## config.mk

```make
export PLATFORM = sky130hd
export DESIGN_NAME = fc_output_reader_flat
export DESIGN_NICKNAME = d
export VERILOG_FILES = /design/src/rtl/fc_pkg.sv /design/src/rtl/fc_output_reader_if.sv /design/src/rtl/fc_argmax_tracker.sv /design/src/rtl/fc_output_reader.sv /design/src/flat_wrapper.sv
export SDC_FILE = /design/constraint.sdc
export NUM_CORES = 1
export LEC_CHECK = 0
export CAP_MARGIN = 10
export CELL_PAD_IN_SITES_DETAIL_PLACEMENT = 0
export CELL_PAD_IN_SITES_GLOBAL_PLACEMENT = 1
export CORE_MARGIN = 1
export CORE_UTILIZATION = 35
export DETAILED_ROUTE_END_ITERATION = 16
export GPL_TIMING_DRIVEN = 1
export PLACE_DENSITY_LB_ADDON = 0.05
export SLEW_MARGIN = 20
export SYNTH_ARGS = -nofsm -noshare
export SYNTH_HDL_FRONTEND = slang
export SYNTH_SLANG_ARGS = --single-unit
export TNS_END_PERCENT = 10
```

## constraint.sdc

```tcl
create_clock -name clk -period 7.75 [get_ports clk]
set_input_delay 0.775 -clock clk [delete_from_list [all_inputs] [get_ports clk]]
set_output_delay 0.775 -clock clk [all_outputs]
set_load 0.005 [all_outputs]
```

## src/rtl/fc_pkg.sv

```systemverilog
// Shared definitions for the FC-layer result readout: default sizes, index-width helper, FSM states.
package fc_pkg;

  localparam int unsigned FC_W        = 8;
  localparam int unsigned FC_OUT_SIZE = 10;

  // Index width for n elements, never below one bit
  function automatic int unsigned idx_width(input int unsigned n);
    return (n <= 2) ? 1 : $clog2(n);
  endfunction

  typedef enum logic [1:0] {
    IDLE   = 2'd0,
    STREAM = 2'd1,
    DONE   = 2'd2
  } state_e;

endpackage

```

## src/rtl/fc_output_reader_if.sv

```systemverilog
// Valid/ready element stream carrying one signed result element and its index per beat.
interface fc_output_reader_if #(
  parameter int unsigned W     = 8,
  parameter int unsigned IDX_W = 4
) ();

  logic             m_valid;
  logic             m_ready;
  logic [W-1:0]     m_data;
  logic [IDX_W-1:0] m_index;
  logic             m_last;

  modport master (
    output m_valid,
    output m_data,
    output m_index,
    output m_last,
    input  m_ready
  );

  modport slave (
    input  m_valid,
    input  m_data,
    input  m_index,
    input  m_last,
    output m_ready
  );

endinterface

```

## src/rtl/fc_argmax_tracker.sv

```systemverilog
// Running argmax over a stream of signed elements; first beat always loads, later beats
// replace only on a strictly greater value so ties keep the lowest index.
module fc_argmax_tracker
  import fc_pkg::*;
#(
  parameter int unsigned W     = FC_W,
  parameter int unsigned IDX_W = idx_width(FC_OUT_SIZE)
) (
  input  logic             clk,
  input  logic             reset,
  input  logic             clear,
  input  logic             beat,
  input  logic [W-1:0]     data,
  input  logic [IDX_W-1:0] idx,
  output logic [W-1:0]     best_val,
  output logic [IDX_W-1:0] best_idx
);

  logic [W-1:0]     best_val_q, best_val_d;
  logic [IDX_W-1:0] best_idx_q, best_idx_d;
  logic             take_c;

  always_comb begin
    best_val_d = best_val_q;
    best_idx_d = best_idx_q;
    take_c     = (idx == '0) || ($signed(data) > $signed(best_val_q));
    if (clear) begin
      best_val_d = '0;
      best_idx_d = '0;
    end else if (beat && take_c) begin
      best_val_d = data;
      best_idx_d = idx;
    end
  end

  always_ff @(posedge clk) begin
    if (reset) begin
      best_val_q <= '0;
      best_idx_q <= '0;
    end else begin
      best_val_q <= best_val_d;
      best_idx_q <= best_idx_d;
    end
  end

  assign best_val = best_val_q;
  assign best_idx = best_idx_q;

endmodule

```

## src/rtl/fc_output_reader.sv

```systemverilog
// Captures the FC result vector on an armed producer done, streams it element by element
// and reports the argmax class once the final element has been accepted.
module fc_output_reader
  import fc_pkg::*;
#(
  parameter int unsigned OUT_SIZE = FC_OUT_SIZE,
  parameter int unsigned W        = FC_W,
  parameter int unsigned IDX_W    = idx_width(OUT_SIZE)
) (
  input  logic                  clk,
  input  logic                  reset,
  input  logic                  start,
  input  logic [W*OUT_SIZE-1:0] in_vector_flat,
  fc_output_reader_if.master    m,
  output logic [IDX_W-1:0]      class_idx,
  output logic [W-1:0]          class_val,
  output logic                  busy,
  output logic                  done
);

  localparam logic [IDX_W-1:0] LAST_IDX = IDX_W'(OUT_SIZE - 1);

  state_e           state_q, state_d;
  logic             armed_q, armed_d;
  logic [W-1:0]     elem_q [OUT_SIZE];
  logic [W-1:0]     elem_d [OUT_SIZE];
  logic [IDX_W-1:0] cnt_q, cnt_d;
  logic [IDX_W-1:0] cnt_nxt_c;
  logic             m_valid_q, m_valid_d;
  logic [W-1:0]     m_data_q, m_data_d;
  logic [IDX_W-1:0] m_index_q, m_index_d;
  logic             m_last_q, m_last_d;
  logic             busy_q, busy_d;
  logic             done_q, done_d;
  logic             beat_c;
  logic             clear_c;

  // Next state and registered stream payload; the payload always reflects elem[cnt]
  always_comb begin
    state_d   = state_q;
    armed_d   = armed_q | ~start;
    elem_d    = elem_q;
    cnt_d     = cnt_q;
    m_valid_d = m_valid_q;
    m_data_d  = m_data_q;
    m_index_d = m_index_q;
    m_last_d  = m_last_q;
    busy_d    = busy_q;
    done_d    = done_q;
    clear_c   = 1'b0;
    beat_c    = 1'b0;
    cnt_nxt_c = IDX_W'(cnt_q + IDX_W'(1));

    case (state_q)
      IDLE, DONE: begin
        if (start && armed_q) begin
          state_d   = STREAM;
          armed_d   = 1'b0;
          for (int j = 0; j < OUT_SIZE; j++) begin
            elem_d[j] = in_vector_flat[j*W +: W];
          end
          cnt_d     = '0;
          m_valid_d = 1'b1;
          m_data_d  = in_vector_flat[W-1:0];
          m_index_d = '0;
          m_last_d  = (LAST_IDX == '0);
          busy_d    = 1'b1;
          done_d    = 1'b0;
          clear_c   = 1'b1;
        end
      end

      STREAM: begin
        beat_c = m_valid_q & m.m_ready;
        if (beat_c) begin
          if (m_last_q) begin
            state_d   = DONE;
            m_valid_d = 1'b0;
            busy_d    = 1'b0;
            done_d    = 1'b1;
          end else begin
            cnt_d     = cnt_nxt_c;
            m_data_d  = elem_q[cnt_nxt_c];
            m_index_d = cnt_nxt_c;
            m_last_d  = (cnt_nxt_c == LAST_IDX);
          end
        end
      end

      default: state_d = IDLE;
    endcase
  end

  always_ff @(posedge clk) begin
    if (reset) begin
      state_q   <= IDLE;
      armed_q   <= 1'b0;
      for (int j = 0; j < OUT_SIZE; j++) begin
        elem_q[j] <= '0;
      end
      cnt_q     <= '0;
      m_valid_q <= 1'b0;
      m_data_q  <= '0;
      m_index_q <= '0;
      m_last_q  <= 1'b0;
      busy_q    <= 1'b0;
      done_q    <= 1'b0;
    end else begin
      state_q   <= state_d;
      armed_q   <= armed_d;
      elem_q    <= elem_d;
      cnt_q     <= cnt_d;
      m_valid_q <= m_valid_d;
      m_data_q  <= m_data_d;
      m_index_q <= m_index_d;
      m_last_q  <= m_last_d;
      busy_q    <= busy_d;
      done_q    <= done_d;
    end
  end

  // Tracker settles on the final best at the same edge done rises, then holds through DONE
  fc_argmax_tracker #(
    .W     (W),
    .IDX_W (IDX_W)
  ) u_argmax (
    .clk      (clk),
    .reset    (reset),
    .clear    (clear_c),
    .beat     (beat_c),
    .data     (m_data_q),
    .idx      (m_index_q),
    .best_val (class_val),
    .best_idx (class_idx)
  );

  assign m.m_valid = m_valid_q;
  assign m.m_data  = m_data_q;
  assign m.m_index = m_index_q;
  assign m.m_last  = m_last_q;
  assign busy      = busy_q;
  assign done      = done_q;

endmodule
```

## src/flat_wrapper.sv

```systemverilog
// flat-port wrapper written by rule: the top's interface ports become plain ports
module fc_output_reader_flat import fc_pkg::*;
#(
  parameter int unsigned OUT_SIZE = FC_OUT_SIZE,
  parameter int unsigned W        = FC_W,
  parameter int unsigned IDX_W    = idx_width(OUT_SIZE)
)
  (clk, reset, start, in_vector_flat, class_idx, class_val, busy, done, m_m_valid, m_m_data, m_m_index, m_m_last, m_m_ready);
  fc_output_reader_if #(.W(W), .IDX_W(IDX_W)) m_i ();
  input  logic clk;
  input  logic reset;
  input  logic start;
  input  logic [W*OUT_SIZE-1:0] in_vector_flat;
  output logic [IDX_W-1:0] class_idx;
  output logic [W-1:0] class_val;
  output logic busy;
  output logic done;
  output wire logic [$bits(m_i.m_valid)-1:0] m_m_valid;
  output wire logic [$bits(m_i.m_data)-1:0] m_m_data;
  output wire logic [$bits(m_i.m_index)-1:0] m_m_index;
  output wire logic [$bits(m_i.m_last)-1:0] m_m_last;
  input wire logic [$bits(m_i.m_ready)-1:0] m_m_ready;
  assign m_m_valid = m_i.m_valid;
  assign m_m_data = m_i.m_data;
  assign m_m_index = m_i.m_index;
  assign m_m_last = m_i.m_last;
  assign m_i.m_ready = m_m_ready;
  fc_output_reader #(.OUT_SIZE(OUT_SIZE), .W(W), .IDX_W(IDX_W)) u_core (.clk(clk), .reset(reset), .start(start), .in_vector_flat(in_vector_flat), .m(m_i), .class_idx(class_idx), .class_val(class_val), .busy(busy), .done(done));
endmodule
```

==> metrics <==
Area after DPL between 6000 and 7000 um2; met3 usage 0.0286; Worst-Skew Late Latency 350 ps; P per Cell Area about 180 nW/um2; final core utilization 0.462; area grow syn2layout 28.0%; Pre-antenna DRT Iters 4; run status complete, no violations; vias in the first global route slightly below 4000; grt total ovfl 0; die area 14900 um2; commonest non-fill, non-tap cell in the layout nand2_1; cell family with most CP delay buffers and inverters; Post-DRT Antenna Nets 0; non-filler cells, final 853; synthesized area per cell approximately 8.6 um2; Final Setup Violations 0; hold violation count in the final report 0; finished layout cell area roughly 6500 um2; crit-path max FO between 80 and 90; area leader, netlist dfxtp_1; Layout Nets 766; die height 122 um; Longest Clk Path Bufs 2; dpl ws roughly 4700 ps; Max Freq 377 MHz; RSZ-0062 raised after global routing no; Rows between 40 and 50; largest net degree at the start of global routing 85; vias per inst 4.93; Worst VDD drop 0.0921 mV; antenna fix cells 0; Ys Warns 0; CP Buf/Inv Count 2; Placeable Area 14000 um2; worst hold slack 451 ps; routed wire length per instance 15.8 um; Setup Buffers After CTS 0; layout cells sized above 1 0.0654; top-area cell type share of the netlist area 0.437; port bufs 111; Die X-Extent approximately 120 um; CTS Root Cell clkbuf_16; Initial Util 0.361; critical path's slowest cell buf_4; WP data arrival about 2900 ps; Max Cap Viol 0; Num Clock Sinks 110; CP Capture Type flop; clk slew on worst S/H paths 70 ps; Least-Margin Pin Slew about 1100 ps; Syn Nets between 600 and 700; initial antenna violation count 0; routability cong. between 0.8 and 0.9; placed instance count 840; Tot Pwr 1.15 mW; GR peak layer met2; required time of the critical path 8030 ps; DPL Wire Length 9310 um; CP Class primary input to flop; sequential fraction of the synthesis area 0.437; flops & latches, synth 110; post-detailed-route DRC marker count 0; first-pass GRT wire length 20800 um; CTS tree yes; Final Max Tran Viols 0; Post-Syn Area ~5000 um2; final worst setup slack slightly above 5000 ps; cts bufs inserted 9; Iteration-0 DRC Markers 219; clock skew 7.35 ps; crit-path cells clkdlybuf4s50_1, nand3b_1, buf_4, o21ai_1, mux2_2, nor2_1; Overall Global Routing Usage 0.186; Total Negative Setup Slacks 0 ps; most frequent cells in the layout nand2_1 (200), clkdlybuf4s50_1 (110), dfxtp_1 (110), a21oi_1 (99), mux2i_1 (21); Netlist cell types 39; Critical Path Start Type primary input; post-cts sizing count 0; htree depth 3; Final Cycle Share 0.342; WL final 13500 um; met2 Use GR 0.295; Synth area leaders dfxtp_1 (44%), nand2_1 (15%), a21oi_1 (9.8%); # IOs between 100 and 150; cell count after synthesis 585; min cycle time layout about 2600 ps; M1 GR Usage 0.256; Leak Pwr 2.29 nW; Hold WC Path Type flop to flop; CP max stage delay 640 ps; Via Count 4206; Worst slew margin 0.280; R2R setup slack 5190 ps; hold_buf cts 0
==> final timing paths <==
check,end,cells past startpoint,start
worst max-delay path,u_core.cnt_q[0],6,start
worst min-delay path,u_core.elem_q[27],2,u_core.elem_q[27]
worst max register to register,u_core.m.m_data[4],7,u_core.cnt_q[0]
worst min register to register,u_core.elem_q[27],2,u_core.elem_q[27]
==> where the power goes <==
part | switching, mW | leakage, nW | total (mW) | internal [mW]
registers | 0.0135 | 0.893 | 0.596 | 0.583
clock network | 0.197 | 0.127 | 0.428 | 0.231
logic | 0.0550 | 1.27 | 0.123 | 0.0682
==> layout make-up <==
cell class              instances  area (um2)
clock buffers                  12         256
clock inverters                 1        7.51
fillers                      1437        7530
inverters                      15        56.3
multi-input cells             418        2560
flip-flops and latches        110        2200
well taps                     180         225
repair buffers                117        1150
==> worst register-to-register path: stages, from the launching register on <==
cell and delay, ps:
dfxtp_1 330, buf_4 420, ha_1 410, and2_1 190
nand3_1 80, mux2i_1 640, nand2_1 160, a211oi_1 240
==> metal layers <==
layer / part of all wire / vias up
li1: - / 2160
met1: 0.48 / 1931
met2: 0.45 / 100
met3: 0.052 / 15
met4: 0.017 / 0
met5: 0 / -
==> state kept, by name, summed over array words and instances, names as in the netlist <==
register / count
u_core.u_argmax.best_val: 8
u_core.elem_q: 80
u_core.done: 1
u_core.u_argmax.best_idx: 4
u_core.cnt_q: 4
u_core.m.m_last: 1
u_core.state_q: 2
u_core.armed_q: 1
u_core.busy: 1
u_core.m.m_data: 8
==> cells in the mapped netlist <==
| cell | n |
|---|---|
| nand2_1 | 200 |
| dfxtp_1 | 110 |
| a21oi_1 | 99 |
| clkbuf_1 | 23 |
| mux2i_1 | 21 |
| nor2_1 | 17 |
| inv_1 | 15 |
| ha_1 | 11 |
| buf_2 | 10 |
| mux4_2 | 9 |
| a211oi_1 | 8 |
| mux2_4 | 8 |
| o32ai_1 | 8 |
| mux4_1 | 7 |
| nand3_1 | 4 |
| buf_4 | 3 |
| buf_6 | 3 |
| nand3b_1 | 3 |
| nand4_1 | 3 |
| buf_12 | 2 |
| o21ai_1 | 2 |
| xor2_4 | 2 |
| a211oi_2 | 1 |
| a21oi_2 | 1 |
| a31o_2 | 1 |
| a31oi_1 | 1 |
| and2_1 | 1 |
| buf_1 | 1 |
| mux2_2 | 1 |
| mux2i_2 | 1 |
| nand2b_1 | 1 |
| nand4b_1 | 1 |
| nor2b_1 | 1 |
| nor4_1 | 1 |
| o21a_1 | 1 |
| o21ai_0 | 1 |
| o221ai_1 | 1 |
| o22ai_1 | 1 |
| or2_1 | 1 |
==> kinds of logic after synthesis <==
logic type,after synthesis,synth area share
xor+xnor,2,0.0109
simple gates,233,0.182
fa+ha+maj,11,0.0273
buf+inv,57,0.0580
flops,110,0.437
compound gates,125,0.139
mux,47,0.147
Power figures use the tool's default switching activity.
